[src/rtl/sprite_seq_pkg.sv]
// Shared definitions for the sprite animation sequencer.
//   seq_state_e   : FSM state encoding
//   MODE_LOOP     : Mode_Sig value selecting wrap-around playback
//   MODE_PINGPONG : Mode_Sig value selecting bounce playback
//   DIR_UP/DOWN   : ping-pong travel direction
package sprite_seq_pkg;

  typedef enum logic [1:0] {
    ST_IDLE  = 2'd0,
    ST_LOAD  = 2'd1,
    ST_DRAIN = 2'd2,
    ST_HOLD  = 2'd3
  } seq_state_e;

  localparam logic MODE_LOOP     = 1'b0;
  localparam logic MODE_PINGPONG = 1'b1;

  localparam logic DIR_UP   = 1'b0;
  localparam logic DIR_DOWN = 1'b1;

endpackage

[src/rtl/ms_tick_gen.sv]
// Millisecond tick prescaler.
//   CLK    : clock
//   RSTn   : asynchronous active-low reset
//   enable : counter runs while high, held at 0 while low
//   tick   : single-cycle pulse every TICK_DIV+1 enabled cycles
// Because the count is cleared whenever enable is low, the first tick after
// enable rises always lands on the (TICK_DIV+1)-th enabled cycle.
module ms_tick_gen #(
  parameter int TICK_DIV = 39999,
  localparam int CNT_W = (TICK_DIV > 0) ? $clog2(TICK_DIV + 1) : 1
) (
  input  logic CLK,
  input  logic RSTn,
  input  logic enable,
  output logic tick
);

  localparam logic [CNT_W-1:0] TERM = CNT_W'(TICK_DIV);

  logic [CNT_W-1:0] cnt_q, cnt_d;

  assign tick = enable && (cnt_q == TERM);

  always_comb begin
    cnt_d = cnt_q;
    if (!enable || tick) begin
      cnt_d = '0;
    end else begin
      cnt_d = cnt_q + 1'b1;
    end
  end

  always_ff @(posedge CLK or negedge RSTn) begin
    if (!RSTn) begin
      cnt_q <= '0;
    end else begin
      cnt_q <= cnt_d;
    end
  end

endmodule

[src/rtl/sprite_anim_sequencer.sv]
// Sprite animation sequencer: copies one frame at a time from a sprite ROM
// into a frame buffer, then holds it for Delay_Ms milliseconds before
// moving on to the next frame.
//   CLK, RSTn       : clock, asynchronous active-low reset
//   Start_Sig       : level, starts playback at frame 0 when idle
//   Stop_Sig        : level, stops at the next frame boundary
//   Mode_Sig        : 0 = loop, 1 = ping-pong
//   Delay_Ms        : per-frame hold time in ms, sampled on HOLD entry
//   Rom_Addr/Data   : synchronous ROM port, data one cycle after address
//   Write_En_Sig, Write_Addr_Sig, Write_Data : frame-buffer write port
//   Frame_Idx       : frame currently loaded/displayed
//   Busy_Sig        : high outside IDLE
//   Frame_Done_Sig  : pulse alongside the last row write of a frame
// Build option: define SPRITE_SEQ_PINGPONG_EN to enable ping-pong playback;
// without it Mode_Sig is ignored and playback always loops.
//
// state | meaning
// ------+---------------------------------------------------------------
// IDLE  | stopped, waiting for Start_Sig with Stop_Sig low
// LOAD  | presenting ROM addresses for rows 0..ROWS-1, one per cycle
// DRAIN | last row's ROM data being written; Frame_Done_Sig pulses
// HOLD  | counting Delay_Ms ticks, then stop or advance to next frame
module sprite_anim_sequencer
  import sprite_seq_pkg::*;
#(
  parameter int FRAMES   = 6,
  parameter int ROWS     = 16,
  parameter int ROW_W    = 16,
  parameter int TICK_DIV = 39999,
  parameter int DELAY_W  = 10,
  localparam int ADDR_W  = $clog2(FRAMES * ROWS),
  localparam int ROW_AW  = $clog2(ROWS),
  localparam int FIDX_W  = (FRAMES > 1) ? $clog2(FRAMES) : 1
) (
  input  logic               CLK,
  input  logic               RSTn,
  input  logic               Start_Sig,
  input  logic               Stop_Sig,
  input  logic               Mode_Sig,
  input  logic [DELAY_W-1:0] Delay_Ms,
  output logic [ADDR_W-1:0]  Rom_Addr,
  input  logic [ROW_W-1:0]   Rom_Data,
  output logic               Write_En_Sig,
  output logic [ROW_AW-1:0]  Write_Addr_Sig,
  output logic [ROW_W-1:0]   Write_Data,
  output logic [FIDX_W-1:0]  Frame_Idx,
  output logic               Busy_Sig,
  output logic               Frame_Done_Sig
);

  localparam logic [ROW_AW-1:0] LAST_ROW   = ROW_AW'(ROWS - 1);
  localparam logic [FIDX_W-1:0] LAST_FRAME = FIDX_W'(FRAMES - 1);

  seq_state_e         state_q, state_d;
  logic [ROW_AW-1:0]  row_q, row_d;
  logic [FIDX_W-1:0]  frame_q, frame_d;
  logic [DELAY_W-1:0] hold_q, hold_d;
  logic               we_q, we_d;
  logic [ROW_AW-1:0]  wa_q, wa_d;
  logic               done_q, done_d;
  logic               hold_en;
  logic               ms_tick;
  logic               hold_exit;
  logic [FIDX_W-1:0]  next_frame;

`ifdef SPRITE_SEQ_PINGPONG_EN
  logic dir_q, dir_d, next_dir;
`else
  // Mode_Sig has no effect in loop-only builds.
  logic unused_mode;
  assign unused_mode = Mode_Sig;
`endif

  assign hold_en = (state_q == ST_HOLD);

  ms_tick_gen #(.TICK_DIV(TICK_DIV)) u_ms_tick (
    .CLK    (CLK),
    .RSTn   (RSTn),
    .enable (hold_en),
    .tick   (ms_tick)
  );

  // ROWS is a power of two, so frame*ROWS+row is a plain concatenation.
  assign Rom_Addr       = ADDR_W'({frame_q, row_q});
  assign Write_En_Sig   = we_q;
  assign Write_Addr_Sig = wa_q;
  // ROM data arrives one cycle after its address, aligned with we_q.
  assign Write_Data     = we_q ? Rom_Data : '0;
  assign Frame_Idx      = frame_q;
  assign Busy_Sig       = (state_q != ST_IDLE);
  assign Frame_Done_Sig = done_q;

  always_comb begin
    next_frame = (frame_q == LAST_FRAME) ? '0 : frame_q + 1'b1;
`ifdef SPRITE_SEQ_PINGPONG_EN
    next_dir = DIR_UP;
    if ((Mode_Sig == MODE_PINGPONG) && (FRAMES > 1)) begin
      next_dir = dir_q;
      if (dir_q == DIR_UP) begin
        if (frame_q == LAST_FRAME) begin
          next_frame = frame_q - 1'b1;
          next_dir   = DIR_DOWN;
        end else begin
          next_frame = frame_q + 1'b1;
        end
      end else begin
        if (frame_q == '0) begin
          next_frame = frame_q + 1'b1;
          next_dir   = DIR_UP;
        end else begin
          next_frame = frame_q - 1'b1;
        end
      end
    end else if (Mode_Sig == MODE_LOOP) begin
      next_dir = DIR_UP;
    end
`endif
  end

  always_comb begin
    state_d   = state_q;
    row_d     = row_q;
    frame_d   = frame_q;
    hold_d    = hold_q;
    we_d      = 1'b0;
    wa_d      = wa_q;
    done_d    = 1'b0;
    hold_exit = 1'b0;
`ifdef SPRITE_SEQ_PINGPONG_EN
    dir_d     = dir_q;
`endif
    case (state_q)
      ST_IDLE: begin
        if (Start_Sig && !Stop_Sig) begin
          state_d = ST_LOAD;
          row_d   = '0;
          frame_d = '0;
`ifdef SPRITE_SEQ_PINGPONG_EN
          dir_d   = DIR_UP;
`endif
        end
      end
      ST_LOAD: begin
        we_d  = 1'b1;
        wa_d  = row_q;
        row_d = row_q + 1'b1;
        if (row_q == LAST_ROW) begin
          state_d = ST_DRAIN;
          done_d  = 1'b1;
        end
      end
      ST_DRAIN: begin
        state_d = ST_HOLD;
        hold_d  = Delay_Ms;
      end
      ST_HOLD: begin
        if (ms_tick && (hold_q != '0)) begin
          hold_d = hold_q - 1'b1;
        end
        // Leave on the tick that would take the count to zero so the hold
        // lasts exactly Delay_Ms*(TICK_DIV+1) cycles.
        hold_exit = (hold_q == '0) || (ms_tick && (hold_q == DELAY_W'(1)));
        if (hold_exit) begin
          if (Stop_Sig) begin
            state_d = ST_IDLE;
          end else begin
            state_d = ST_LOAD;
            row_d   = '0;
            frame_d = next_frame;
`ifdef SPRITE_SEQ_PINGPONG_EN
            dir_d   = next_dir;
`endif
          end
        end
      end
      default: state_d = ST_IDLE;
    endcase
  end

  always_ff @(posedge CLK or negedge RSTn) begin
    if (!RSTn) begin
      state_q <= ST_IDLE;
      row_q   <= '0;
      frame_q <= '0;
      hold_q  <= '0;
      we_q    <= 1'b0;
      wa_q    <= '0;
      done_q  <= 1'b0;
`ifdef SPRITE_SEQ_PINGPONG_EN
      dir_q   <= DIR_UP;
`endif
    end else begin
      state_q <= state_d;
      row_q   <= row_d;
      frame_q <= frame_d;
      hold_q  <= hold_d;
      we_q    <= we_d;
      wa_q    <= wa_d;
      done_q  <= done_d;
`ifdef SPRITE_SEQ_PINGPONG_EN
      dir_q   <= dir_d;
`endif
    end
  end

endmodule

[config.mk]
export PLATFORM = sky130hd
export DESIGN_NAME = sprite_anim_sequencer
export DESIGN_NICKNAME = d
export VERILOG_FILES = /design/src/rtl/sprite_seq_pkg.sv /design/src/rtl/ms_tick_gen.sv /design/src/rtl/sprite_anim_sequencer.sv
export SDC_FILE = /design/constraint.sdc
export NUM_CORES = 1
export LEC_CHECK = 0
export ABC_AREA = 1
export CORE_ASPECT_RATIO = 2
export CORE_UTILIZATION = 50
export DETAILED_ROUTE_END_ITERATION = 10
export PLACE_DENSITY = 0.8
export SLEW_MARGIN = 20
export SYNTH_ARGS = -nofsm -noshare
export SYNTH_HDL_FRONTEND = slang
export SYNTH_HIERARCHICAL = 1
export SYNTH_SLANG_ARGS = --single-unit
export TNS_END_PERCENT = 5
[constraint.sdc]
create_clock -name CLK -period 4.6 [get_ports CLK]
set_input_delay 0.92 -clock CLK [delete_from_list [all_inputs] [get_ports CLK]]
set_output_delay 0.92 -clock CLK [all_outputs]
set_load 0.02 [all_outputs]
==> impl_results.rst <==
.. list-table::
   :header-rows: 1

   * - Metric
     - Value
   * - # rows
     - 37
   * - Via count
     - 2533
   * - Cell at the root of the clock tree
     - sky130_fd_sc_hd__clkbuf_8
   * - Achievable Freq
     - around 330 MHz
   * - Clk sinks
     - between 40 and 50
   * - Crit Path Max Fanout
     - 1
   * - Final max-slew violation count
     - 0
   * - Mapped Area
     - 0.00272 mm²
   * - Largest net degree at the start of global routing
     - 42
   * - Total Nets Final
     - ~480
   * - CP Data Arrival Time
     - 2.10 ns
   * - Final cycle utilization of the critical path
     - around two thirds
   * - Clock latency on the worst-skew pair
     - 0.31 ns
   * - Setup Slack @ Placement
     - 1.58 ns
   * - Sequential share of power
     - 30.3%
   * - Fin Clk Skew
     - 0.00979 ns
   * - Number of buffers added on ports
     - 62
   * - Area contributors post-synth
     - sky130_fd_sc_hd__dfrtp_1, sky130_fd_sc_hd__nand2_1, sky130_fd_sc_hd__nor2_1
   * - Count of fill cells added during filler insertion
     - approximately 450
   * - Avg Synthesized Cell Area
     - between 7 and 8 µm²
   * - Estimated wirelength of the detail-placed design
     - 4.23 mm
   * - Count of max-cap constraint violations
     - 0
   * - Total congestion overflow
     - 0
   * - Min cycle time layout
     - about 3 ns
   * - Routed wirelength normalized by instance count
     - 11.7 µm
   * - Switching portion of total power
     - 44.2%
   * - Clock edge transition at the registers on the reported setup and hold paths
     - 0.07 ns
   * - Placer's final routability congestion estimate
     - 0.895
   * - Initial antenna violation count
     - 0
   * - Compound-gate portion of the synthesized area
     - 6.49%
   * - Clk network pwr share
     - 19.0%
   * - Number of instances in the synthesized netlist
     - 380
   * - Headroom to the max-slew limit
     - 38.5%
   * - Total wire length
     - 5.82 mm
   * - Utilization after layout
     - about 67%
   * - Arithmetic-cell share of the synthesized area counting full adders, half adders and majority gates
     - 4.60%
   * - CTS Hold Bufs
     - 0
   * - Leak Pwr
     - 0.00167 µW
   * - Dominant cell type by area after synthesis
     - sky130_fd_sc_hd__dfrtp_1
   * - Net Count, Synth
     - 421
   * - Final number of hold-violating endpoints
     - 0
   * - Total routing resource utilization after global routing
     - 22.9%
   * - Worst EP required
     - 3.68 ns
   * - Worst Hold Class
     - flip-flop to flip-flop
   * - Vias in the first global route
     - 2364
   * - Fraction of post-synthesis cell area in the top cell type by area
     - 37.7%
   * - DRT iter0 DRCs
     - 68
   * - Sum Neg Setup Slack
     - 0 ns
   * - Top-level port count
     - 64
   * - Fraction of final layout cells with drive strength greater than 1
     - a little under a tenth
   * - Clock tree buffer depth
     - 2
   * - Clock tree from TritonCTS
     - built
   * - CTS buffer count
     - 5
   * - Area growth syn-to-layout
     - 27.0%
   * - Wire length of the first global-routing pass
     - 9.74 mm
   * - Slack of the critical path
     - 1.58 ns
   * - Count of antenna diodes in the layout
     - 0
   * - Overall power consumption
     - 1830 µW
   * - Syn. warnings
     - 6
   * - Classification of the worst setup path
     - input pin to output pin
   * - Dominant combinational cell family by area after synthesis
     - simple AND/OR/NAND/NOR gates
   * - Critical Path Source Type
     - input pin
   * - Internal power
     - ~1000 µW
   * - Placeable core area
     - 0.00518 mm²
   * - Via density per instance
     - 5.10
   * - Worst VDD drop
     - 0.397 mV
   * - Die Footprint
     - roughly 0.0058 mm²
   * - Detailed-routing iteration count for the pre-antenna-repair pass
     - 6
   * - Setup violators final
     - 0
   * - Area fraction in and, or, nand and nor cells after synthesis
     - 38.2%
   * - Category of the worst setup path capture point
     - output pin
   * - Resized Gates After CTS
     - 0
   * - Drt drc
     - 0
   * - Horiz. Die Dim
     - 54.2 µm
   * - Switching Power
     - between 800 and 900 µW
   * - Area share of xor/xnor cells in the synthesized design
     - 2.58%
   * - PwrDens
     - 531 mW/mm²
   * - Die Ht
     - roughly 110 µm
   * - Post-CTS setup buffer count
     - 0
   * - Number of routed nets with antenna violations
     - 0
   * - Setup repair after global routing missed its margin
     - no
   * - Effective utilization at floorplan
     - 52.5%
   * - H-tree lvl count
     - 2
   * - Sequential cell area fraction in the yosys report
     - 37.7%
   * - Proportion of synthesized area in mux cells
     - 0%
   * - Distinct cells, synth
     - 31
   * - Number of storage elements in the synthesis netlist
     - 41
   * - Comb pwr share
     - 50.7%
   * - Transition time at the pin with the least slew margin
     - 0.923 ns
   * - Run status
     - finished, final reports clean
-- placed cells by master, fill, tap and decap left out, types with 2 or more instances in the layout --
cell | synthesis | layout
sky130_fd_sc_hd__nand2_1 | 125 | 125
sky130_fd_sc_hd__clkdlybuf4s50_1 | 0 | 61
sky130_fd_sc_hd__nor2_1 | 53 | 53
sky130_fd_sc_hd__inv_1 | 47 | 47
sky130_fd_sc_hd__dfrtp_1 | 41 | 41
sky130_fd_sc_hd__nand3_1 | 17 | 17
sky130_fd_sc_hd__nand4_1 | 13 | 13
sky130_fd_sc_hd__o21ai_0 | 11 | 11
sky130_fd_sc_hd__ha_1 | 10 | 10
sky130_fd_sc_hd__o21ai_2 | 8 | 8
sky130_fd_sc_hd__nand3_2 | 6 | 6
sky130_fd_sc_hd__xor2_1 | 6 | 6
sky130_fd_sc_hd__inv_2 | 5 | 5
sky130_fd_sc_hd__clkbuf_8 | 0 | 5
sky130_fd_sc_hd__a21oi_1 | 4 | 4
sky130_fd_sc_hd__nor2_4 | 3 | 3
sky130_fd_sc_hd__nand2_2 | 3 | 3
sky130_fd_sc_hd__nand2_4 | 3 | 3
sky130_fd_sc_hd__nor3_1 | 3 | 3
sky130_fd_sc_hd__or2_2 | 2 | 2
sky130_fd_sc_hd__bufinv_16 | 0 | 2
sky130_fd_sc_hd__o21bai_1 | 2 | 2
sky130_fd_sc_hd__xnor2_1 | 2 | 2
-- Yosys cell counts, drive strengths merged --
| cell type | instances |
|---|---|
| nand2 | 131 |
| nor2 | 57 |
| inv | 52 |
| dfrtp | 41 |
| nand3 | 24 |
| o21ai | 19 |
| nand4 | 13 |
| ha | 10 |
| buf | 7 |
| xor2 | 6 |
| a21oi | 5 |
| clkbuf | 4 |
| nor3 | 3 |
| or2 | 3 |
| o21bai | 2 |
| xnor2 | 2 |
| a211oi | 1 |
-- stage by stage --
stage | cell area, µm² | std cells | hold slack, ns
3_5_place_dp | 3320 | 489 | 0.457
5_1_grt | 3450 | 497 | 0.505
6_report | 3450 | 497 | 0.472
2_1_floorplan | 2720 | 380 | 0.451
3_3_place_gp | 3320 | 489 | 0.457
4_1_cts | 3450 | 497 | 0.476
-- layout make-up --
| class | count | area (µm²) | area share, % |
|---|---|---|---|
| Clock buffer | 5 | 68.8 | 1.99 |
| Multi-Input combinational cell | 276 | 1410 | 40.8 |
| Clock inverter | 3 | 65.1 | 1.88 |
| Timing Repair Buffer | 62 | 616 | 17.8 |
| Inverter | 52 | 195 | 5.65 |
| Tap cell | 58 | 72.6 | 2.10 |
| Sequential cell | 41 | 1030 | 29.7 |
-- power by group through the flow --
stage | Clock [µW] | Sequential, µW | Combinational [µW]
CTS | 355 | 555 | 937
detailed placement | 0 | 560 | 932
global route | 368 | 573 | 1050
finish | 349 | 556 | 930
global placement | 0 | 558 | 912
floorplan | 0 | 558 | 673
-- worst max-delay path, stage by stage --
cell and delay [ns]:
sky130_fd_sc_hd__clkdlybuf4s50_1 0.46, sky130_fd_sc_hd__nand2_1 0.05, sky130_fd_sc_hd__inv_1 0.07, sky130_fd_sc_hd__clkdlybuf4s50_1 0.59
-- kinds of logic after synthesis --
kind of cell / after synthesis
xor gates and xnor gates: 8
buffers and inverters: 63
adders and majority gates: 10
DFF: 41
and+or+nand+nor: 231
AOI/OAI and AO/OA: 27
-- registers in the layout, indices dropped and copies added (netlist names) --
signal	flops
u_ms_tick/cnt_q	16
Frame_Idx	3
hold_q	10
Write_Addr_Sig	4
Frame_Done_Sig	1
state_q	2
Write_En_Sig	1
row_q	4
-- final timing paths --
path	from	endpoint	slack, ns	cells after the start
max	Rom_Data[9]	Write_Data[9]	1.58	4
min	Write_Addr_Sig[2]$_DFFE_PN0P_	Write_Addr_Sig[2]$_DFFE_PN0P_	0.47	2
max reg2reg	state_q[1]$_DFFE_PN0P_	row_q[0]$_DFFE_PN0P_	2.18	10
min reg2reg	Write_Addr_Sig[2]$_DFFE_PN0P_	Write_Addr_Sig[2]$_DFFE_PN0P_	0.47	2
max in group asynchronous	RSTn	Frame_Done_Sig$_DFF_PN0_	3.27	1
min in group asynchronous	RSTn	hold_q[5]$_DFFE_PN0P_	0.74	1
-- routing by layer --
metal / global-route usage [%] / vias to the layer above / wire length, µm
li1: - / 1289 / -
met1: 21.7 / 1157 / 2090
met2: 42.8 / 74 / 3300
met3: 3.58 / 13 / 288
met4: 11.7 / 0 / 137
met5: 0 / - / 0
(Power assumes the default switching activity.)
